`src/rtl/tnoc_pkg.sv`:
```
// tnoc shared types for the VC credit transmitter.
// Arbiter state encoding and credit counter sizing.
package tnoc_pkg;

    typedef enum logic {
        ARB_IDLE   = 1'b0,
        ARB_LOCKED = 1'b1
    } tnoc_arb_state_e;

    function automatic int tnoc_credit_width(input int depth);
        return $clog2(depth + 1);
    endfunction

endpackage

```
`src/rtl/tnoc_credit_counter.sv`:
```
// tnoc per-VC credit counter.
// Starts full at DEPTH; flags a sticky error on return overflow.
module tnoc_credit_counter
    import tnoc_pkg::*;
#(
    parameter int DEPTH = 8,
    parameter int CW    = tnoc_credit_width(DEPTH)
) (
    input  logic          clk,
    input  logic          rst,
    input  logic          i_clear,
    input  logic          i_send,
    input  logic          i_return,
    output logic [CW-1:0] o_credit,
    output logic          o_error
);

    localparam logic [CW-1:0] FULL = CW'(DEPTH);

    logic [CW-1:0] r_credit;
    logic          r_error;

    // Credit bookkeeping; a send and a return together cancel out.
    always_ff @(posedge clk or posedge rst) begin
        if (rst) begin
            r_credit <= FULL;
            r_error  <= 1'b0;
        end else if (i_clear) begin
            r_credit <= FULL;
            r_error  <= 1'b0;
        end else begin
            unique case ({i_send, i_return})
                2'b10: r_credit <= r_credit - CW'(1);
                2'b01: begin
                    if (r_credit == FULL) begin
                        r_error <= 1'b1;
                    end else begin
                        r_credit <= r_credit + CW'(1);
                    end
                end
                default: ;
            endcase
        end
    end

    assign o_credit = r_credit;
    assign o_error  = r_error;

endmodule

```
`src/rtl/tnoc_vc_credit_tx.sv`:
```
// tnoc credit-based VC transmitter.
// Packet-locked round-robin arbiter feeding a registered link stage.
module tnoc_vc_credit_tx
    import tnoc_pkg::*;
#(
    parameter int CHANNELS   = 2,
    parameter int DEPTH      = 8,
    parameter int FLIT_WIDTH = 64
) (
    input  logic                           clk,
    input  logic                           rst,
    input  logic                           i_clear,
    input  logic [CHANNELS-1:0]            i_valid,
    output logic [CHANNELS-1:0]            o_ready,
    input  logic [CHANNELS*FLIT_WIDTH-1:0] i_data,
    input  logic [CHANNELS-1:0]            i_tail,
    input  logic [CHANNELS-1:0]            i_credit_return,
    output logic                           o_valid,
    output logic [CHANNELS-1:0]            o_vc,
    output logic [FLIT_WIDTH-1:0]          o_data,
    output logic                           o_tail,
    output logic [CHANNELS-1:0]            o_credit_empty,
    output logic                           o_credit_error
);

    localparam int CW = tnoc_credit_width(DEPTH);
    localparam int IW = (CHANNELS > 1) ? $clog2(CHANNELS) : 1;

    logic [CW-1:0]         w_credit [CHANNELS];
    logic [CHANNELS-1:0]   w_has_credit;
    logic [CHANNELS-1:0]   w_cnt_err;
    logic [CHANNELS-1:0]   w_elig;
    logic [CHANNELS-1:0]   w_rot;
    logic [CHANNELS-1:0]   w_pick;
    logic [CHANNELS-1:0]   w_idle_grant;
    logic [CHANNELS-1:0]   w_lock_oh;
    logic [CHANNELS-1:0]   w_grant;
    logic [CHANNELS-1:0]   w_xfer;
    logic                  w_xfer_any;
    logic                  w_xfer_tail;
    logic [IW-1:0]         w_xfer_idx;
    logic [IW-1:0]         w_ptr_next;
    logic [FLIT_WIDTH-1:0] w_xfer_data;

    tnoc_arb_state_e       r_state;
    logic [IW-1:0]         r_lock_vc;
    logic [IW-1:0]         r_ptr;

    logic                  r_valid;
    logic [CHANNELS-1:0]   r_vc;
    logic [FLIT_WIDTH-1:0] r_data;
    logic                  r_tail;

    for (genvar g = 0; g < CHANNELS; g++) begin : g_cnt
        tnoc_credit_counter #(
            .DEPTH (DEPTH),
            .CW    (CW)
        ) u_cnt (
            .clk      (clk),
            .rst      (rst),
            .i_clear  (i_clear),
            .i_send   (w_xfer[g]),
            .i_return (i_credit_return[g]),
            .o_credit (w_credit[g]),
            .o_error  (w_cnt_err[g])
        );
        assign w_has_credit[g] = (w_credit[g] != '0);
    end

    assign w_elig = i_valid & w_has_credit;

    // Rotate eligibility so bit k is VC (ptr+k) mod CHANNELS.
    always_comb begin
        w_rot = '0;
        for (int k = 0; k < CHANNELS; k++) begin
            for (int j = 0; j < CHANNELS; j++) begin
                if ((int'(r_ptr) + k == j) ||
                    (int'(r_ptr) + k == j + CHANNELS)) begin
                    w_rot[k] = w_elig[j];
                end
            end
        end
    end

    assign w_pick = w_rot & (~w_rot + CHANNELS'(1));

    // Rotate the winning bit back into VC numbering.
    always_comb begin
        w_idle_grant = '0;
        for (int k = 0; k < CHANNELS; k++) begin
            for (int j = 0; j < CHANNELS; j++) begin
                if ((int'(r_ptr) + k == j) ||
                    (int'(r_ptr) + k == j + CHANNELS)) begin
                    w_idle_grant[j] = w_pick[k];
                end
            end
        end
    end

    assign w_lock_oh = CHANNELS'(1) << r_lock_vc;

    // Grant: round-robin winner when idle, locked VC gated by credit.
    always_comb begin
        w_grant = '0;
        unique case (r_state)
            ARB_IDLE:   w_grant = w_idle_grant;
            ARB_LOCKED: w_grant = w_lock_oh & w_has_credit;
            default:    w_grant = '0;
        endcase
    end

    assign o_ready     = w_grant;
    assign w_xfer      = i_valid & w_grant;
    assign w_xfer_any  = |w_xfer;
    assign w_xfer_tail = |(w_xfer & i_tail);

    // Index and payload of the (single) transferring VC.
    always_comb begin
        w_xfer_idx  = '0;
        w_xfer_data = '0;
        for (int k = 0; k < CHANNELS; k++) begin
            if (w_xfer[k]) begin
                w_xfer_idx = IW'(k);
            end
            w_xfer_data = w_xfer_data |
                (i_data[k*FLIT_WIDTH +: FLIT_WIDTH] &
                 {FLIT_WIDTH{w_xfer[k]}});
        end
    end

    assign w_ptr_next = (w_xfer_idx == IW'(CHANNELS - 1)) ?
                        '0 : w_xfer_idx + IW'(1);

    // Arbiter state: lock on a non-tail head, release on tail.
    always_ff @(posedge clk or posedge rst) begin
        if (rst) begin
            r_state   <= ARB_IDLE;
            r_lock_vc <= '0;
            r_ptr     <= '0;
        end else if (i_clear) begin
            r_state   <= ARB_IDLE;
            r_lock_vc <= '0;
            r_ptr     <= '0;
        end else if (w_xfer_any) begin
            if (w_xfer_tail) begin
                r_state <= ARB_IDLE;
                r_ptr   <= w_ptr_next;
            end else begin
                r_state   <= ARB_LOCKED;
                r_lock_vc <= w_xfer_idx;
            end
        end
    end

    // Link register: one cycle after the transfer.
    always_ff @(posedge clk or posedge rst) begin
        if (rst) begin
            r_valid <= 1'b0;
            r_vc    <= '0;
            r_data  <= '0;
            r_tail  <= 1'b0;
        end else if (i_clear) begin
            r_valid <= 1'b0;
            r_vc    <= '0;
            r_data  <= '0;
            r_tail  <= 1'b0;
        end else begin
            r_valid <= w_xfer_any;
            r_vc    <= w_xfer;
            r_data  <= w_xfer_data;
            r_tail  <= w_xfer_tail;
        end
    end

    assign o_valid        = r_valid;
    assign o_vc           = r_vc;
    assign o_data         = r_data;
    assign o_tail         = r_tail;
    assign o_credit_empty = ~w_has_credit;
    assign o_credit_error = |w_cnt_err;

endmodule

```
`config.mk`:
```
export PLATFORM = sky130hd
export DESIGN_NAME = tnoc_vc_credit_tx
export DESIGN_NICKNAME = d
export VERILOG_FILES = /design/src/rtl/tnoc_pkg.sv /design/src/rtl/tnoc_credit_counter.sv /design/src/rtl/tnoc_vc_credit_tx.sv
export SDC_FILE = /design/constraint.sdc
export NUM_CORES = 1
export LEC_CHECK = 0
export CORE_ASPECT_RATIO = 2
export CORE_UTILIZATION = 37
export CTS_CLUSTER_DIAMETER = 100
export DETAILED_ROUTE_END_ITERATION = 16
export PLACE_DENSITY_LB_ADDON = 0.2
export REMOVE_ABC_BUFFERS = 1
export SLEW_MARGIN = 15
export SYNTH_ARGS = -nofsm -noshare
export SYNTH_HDL_FRONTEND = slang
export SYNTH_SLANG_ARGS = --single-unit
```
`constraint.sdc`:
```
create_clock -name clk -period 3.6 [get_ports clk]
set_input_delay 0.72 -clock clk [delete_from_list [all_inputs] [get_ports clk]]
set_output_delay 0.72 -clock clk [all_outputs]
set_load 0.02 [all_outputs]
```
==> summary.md <==
| Metric | Value |
|---|---|
| Top cells by area, synth | dfrtp_1 (57%), a22o_1 (17%), buf_6 (2.9%) |
| CP Capture Type | output pin |
| Overall Global Routing Usage | 21.8% |
| Ys Warns | 0 |
| Num CTS Buffers | 9 |
| Fillcell total | 717 |
| Outcome | finished, final reports clean |
| DRC Markers | 0 |
| Number of port buffers | 209 |
| Synth Area in Adders | 2.03% |
| Total negative setup slack | 0 ns |
| Average cell area after synthesis | 13.1 um^2 |
| # hold bufs at CTS | 0 |
| Yosys cell types | 44 |
| Fin. Hold Viols | 0 |
| Hold WC Path Type | register to register |
| Synth Area in Compound Gates | 25.2% |
| Starting density of the core | 38.3% |
| Die height | 139 um |
| Req. time, crit path | 2.88 ns |
| Commonest cells after routing, fill and taps aside | clkdlybuf4s50_1 (209), dfrtp_1 (79), a22o_1 (66) |
| WL/cell | 18.0 um |
| Cells on worst reg2reg path | 9 |
| Largest family of logic cells by synthesized area | compound AO/OA/AOI/OAI gates |
| Worst-skew pair later-pin latency | 0.34 ns |
| Leading cell type in the layout, fill and taps excluded | clkdlybuf4s50_1 |
| Post-synthesis mux area share | 1.52% |
| Reg2Reg Setup Slack | 0.86 ns |
| Layout cell share with drive strength beyond 1 | 7.59% |
| F_max | 0.327 GHz |
| Area post-placement | 5600 um^2 |
| Worst-Margin Slew | 0.699 ns |
| Period utilization | 84.9% |
| Largest net degree at the start of global routing | 66 |
| Post-route ant nets | 0 |
| # clock sinks | 81 |
| Crit. path cell count | 4 |
| Critical-path top delay cell | clkdlybuf4s50_1 |
| Mapped cell area | 3450 um^2 |
| Minimum clock period | 3.06 ns |
| FP Rows | 49 |
| CP Cell Sequence | o41ai_4, nor2_1, a211oi_1, clkdlybuf4s50_1 |
| CP delay by family, top | compound AO/OA/AOI/OAI gates |
| Vias | 3035 |
| Routed WL | 10.4 mm |
| Critical path type | register to output pin |
| Die Wd | 70.3 um |
| H-Tree Level Count | 3 |
| Final instance area | 5910 um^2 |
| Post-Synth Simple-Gate Area | 6.02% |
| Iteration-0 DRC Markers | 118 |
| Synth area leader | dfrtp_1 |
| RSZ-0062 raised after global routing | false |
| Crit. Startpoint | g_cnt[1].u_cnt.o_credit[0]$_DFFE_PP0P_ |
| Final core occ | 65.6% |
| TritonCTS clock tree | yes |
| Mapped Cells | 263 |
| Worst VDD drop | 385 uV |
| Critical Path Sink | o_ready[0] |
| Post-CTS Setup Bufs | 0 |
| Power per Cell Area | 592 nW/um^2 |
| Setup ws final | 0.544 ns |
| Sequential fraction of the synthesis area | 58.8% |
| Max Transition Viols Final | 0 |
| Cells after DPL | 560 |
| R2r endpoint | g_cnt[1].u_cnt.o_credit[3]$_DFFE_PP1P_ |
| Core area | 9010 um^2 |
| Startpoint types | register |
| DR pass1 iterations | 6 |
| Worst-path maximum fanout | 8 |
| Clk Tree Root Cell | clkbuf_16 |
| Synth Register Bits | 81 |
| # diodes | 0 |
| Static leakage | 2.55 nW |
| CP bufs+invs | 1 |
| Rel. slew slack | 53.3% |
| Area growth syn-to-layout | 71.2% |
| Hpwl dp | 7.97 mm |
| XOR/XNOR Fraction of Synth Area | 1.27% |
| Synth async-reset ratio | 100% |
| Final #Nets | 611 |
| Setup violators final | 0 |
| Post-synth EDFFs | 0 |
| Final setup skew | 0.00454 ns |
| WP data arrival | 2.34 ns |
| Post-synth top area share | 57.3% |
| First-pass GRT wire length | 16.1 mm |
| Worst R2R Start | g_cnt[1].u_cnt.o_credit[0]$_DFFE_PP0P_ |
| Clk buf depth | 2 |
| Max-cap violations | 0 |
| Number of antenna violations at the first check in global routing | 0 |
| Non-filler instance count after layout | 576 |
| I/O pin cnt | 210 |
| CP max stage delay | 0.65 ns |
| GPL Wtd Cong | 0.842 |
| Number of global-route vias before repair | 3240 |
| Global route overflow | 0 |
| Die area | 9740 um^2 |
| Pre-CTS setup slack | 0.272 ns |
| Synth Flop Type | dfrtp_1 |
| Drt via density | 5.27 |
| Worst-path clk slew | 0.06 ns |
| Post_cts resized | 0 |
[worst register-to-register path, cell delays in order (launching register included)]
cell,delay (ns)
dfrtp_1,0.50
o41a_1,0.50
o311ai_1,0.12
nand2_1,0.16
ha_1,0.32
a21o_1,0.17
a21oi_1,0.27
nor3b_1,0.09
a2111oi_0,0.43
a31oi_1,0.09
[final cells by class]
type                       count  area [um^2]  share of cell area [%]
timing repair buffer         214         2150                    36.5
sequential                    81         2030                    34.3
multi-input combinational    155         1250                    21.2
clock buffer                  10          229                    3.87
tap                          102          128                    2.16
clock inverter                 6         82.6                    1.40
inverter                       8         31.3                   0.529
[where the power goes]
group | leakage [nW] | internal, mW | switching (mW)
logic | 1.33 | 0.677 | 0.637
clock network | 0.152 | 0.603 | 0.347
registers | 1.07 | 1.08 | 0.148
total | 2.55 | 2.36 | 1.13
[state kept, by name (all words and copies together), names as in the netlist]
register              cells
r_state                   1
g_cnt.u_cnt.o_credit      8
r_ptr                     1
o_valid                   1
r_lock_vc                 1
g_cnt.u_cnt.o_error       2
o_tail                    1
o_vc                      2
o_data                   64
[per-layer routing]
layer  vias to the layer above  global-route usage, %  share of wire [%]
met2                       131                   41.3                 58
met4                         0                   12.1                3.7
met3                        23                   5.38                6.2
met1                      1479                   20.2                 32
li1                       1402                      -                  -
met5                         -                      0                  0
[synth_stat cells, types with 3 or more instances]
library cell and number:
buf_6 9, dfrtp_1 79, nand2b_1 3, xnor2_1 4, o21ai_0 6, ha_1 4, nand2_1 12, inv_1 8
a22o_1 66, a21oi_1 8, nor2_1 11, mux2i_1 3, buf_2 7
[metrics by stage]
stage	hold slack, ns	power [mW]
after floorplan	0.455	1.93
after global placement	0.474	2.52
final	0.483	3.50
after CTS	0.487	3.52
after detailed placement	0.474	2.56
after global routing	0.518	3.67
[logic make-up after synthesis]
group / count (synthesis)
AND/OR/NAND/NOR: 40
XOR/XNOR: 5
flip-flops: 81
buffers and inverters: 27
AO/OA/AOI/OAI: 101
multiplexers: 4
adder cells (fa/ha/maj): 5
[worst min path at each step]
stage                     slack, ns                               start                                 end  cells past startpoint
after floorplan                0.46  g_cnt[1].u_cnt.o_error$_DFFE_PP0P_  g_cnt[1].u_cnt.o_error$_DFFE_PP0P_                      2
after global placement         0.47  g_cnt[0].u_cnt.o_error$_DFFE_PP0P_  g_cnt[0].u_cnt.o_error$_DFFE_PP0P_                      1
after detailed placement       0.47  g_cnt[0].u_cnt.o_error$_DFFE_PP0P_  g_cnt[0].u_cnt.o_error$_DFFE_PP0P_                      1
after CTS                      0.49  g_cnt[0].u_cnt.o_error$_DFFE_PP0P_  g_cnt[0].u_cnt.o_error$_DFFE_PP0P_                      1
after global routing           0.52  g_cnt[0].u_cnt.o_error$_DFFE_PP0P_  g_cnt[0].u_cnt.o_error$_DFFE_PP0P_                      1
final                          0.48  g_cnt[0].u_cnt.o_error$_DFFE_PP0P_  g_cnt[0].u_cnt.o_error$_DFFE_PP0P_                      1
No activity file was read; power rests on OpenSTA's default activity.
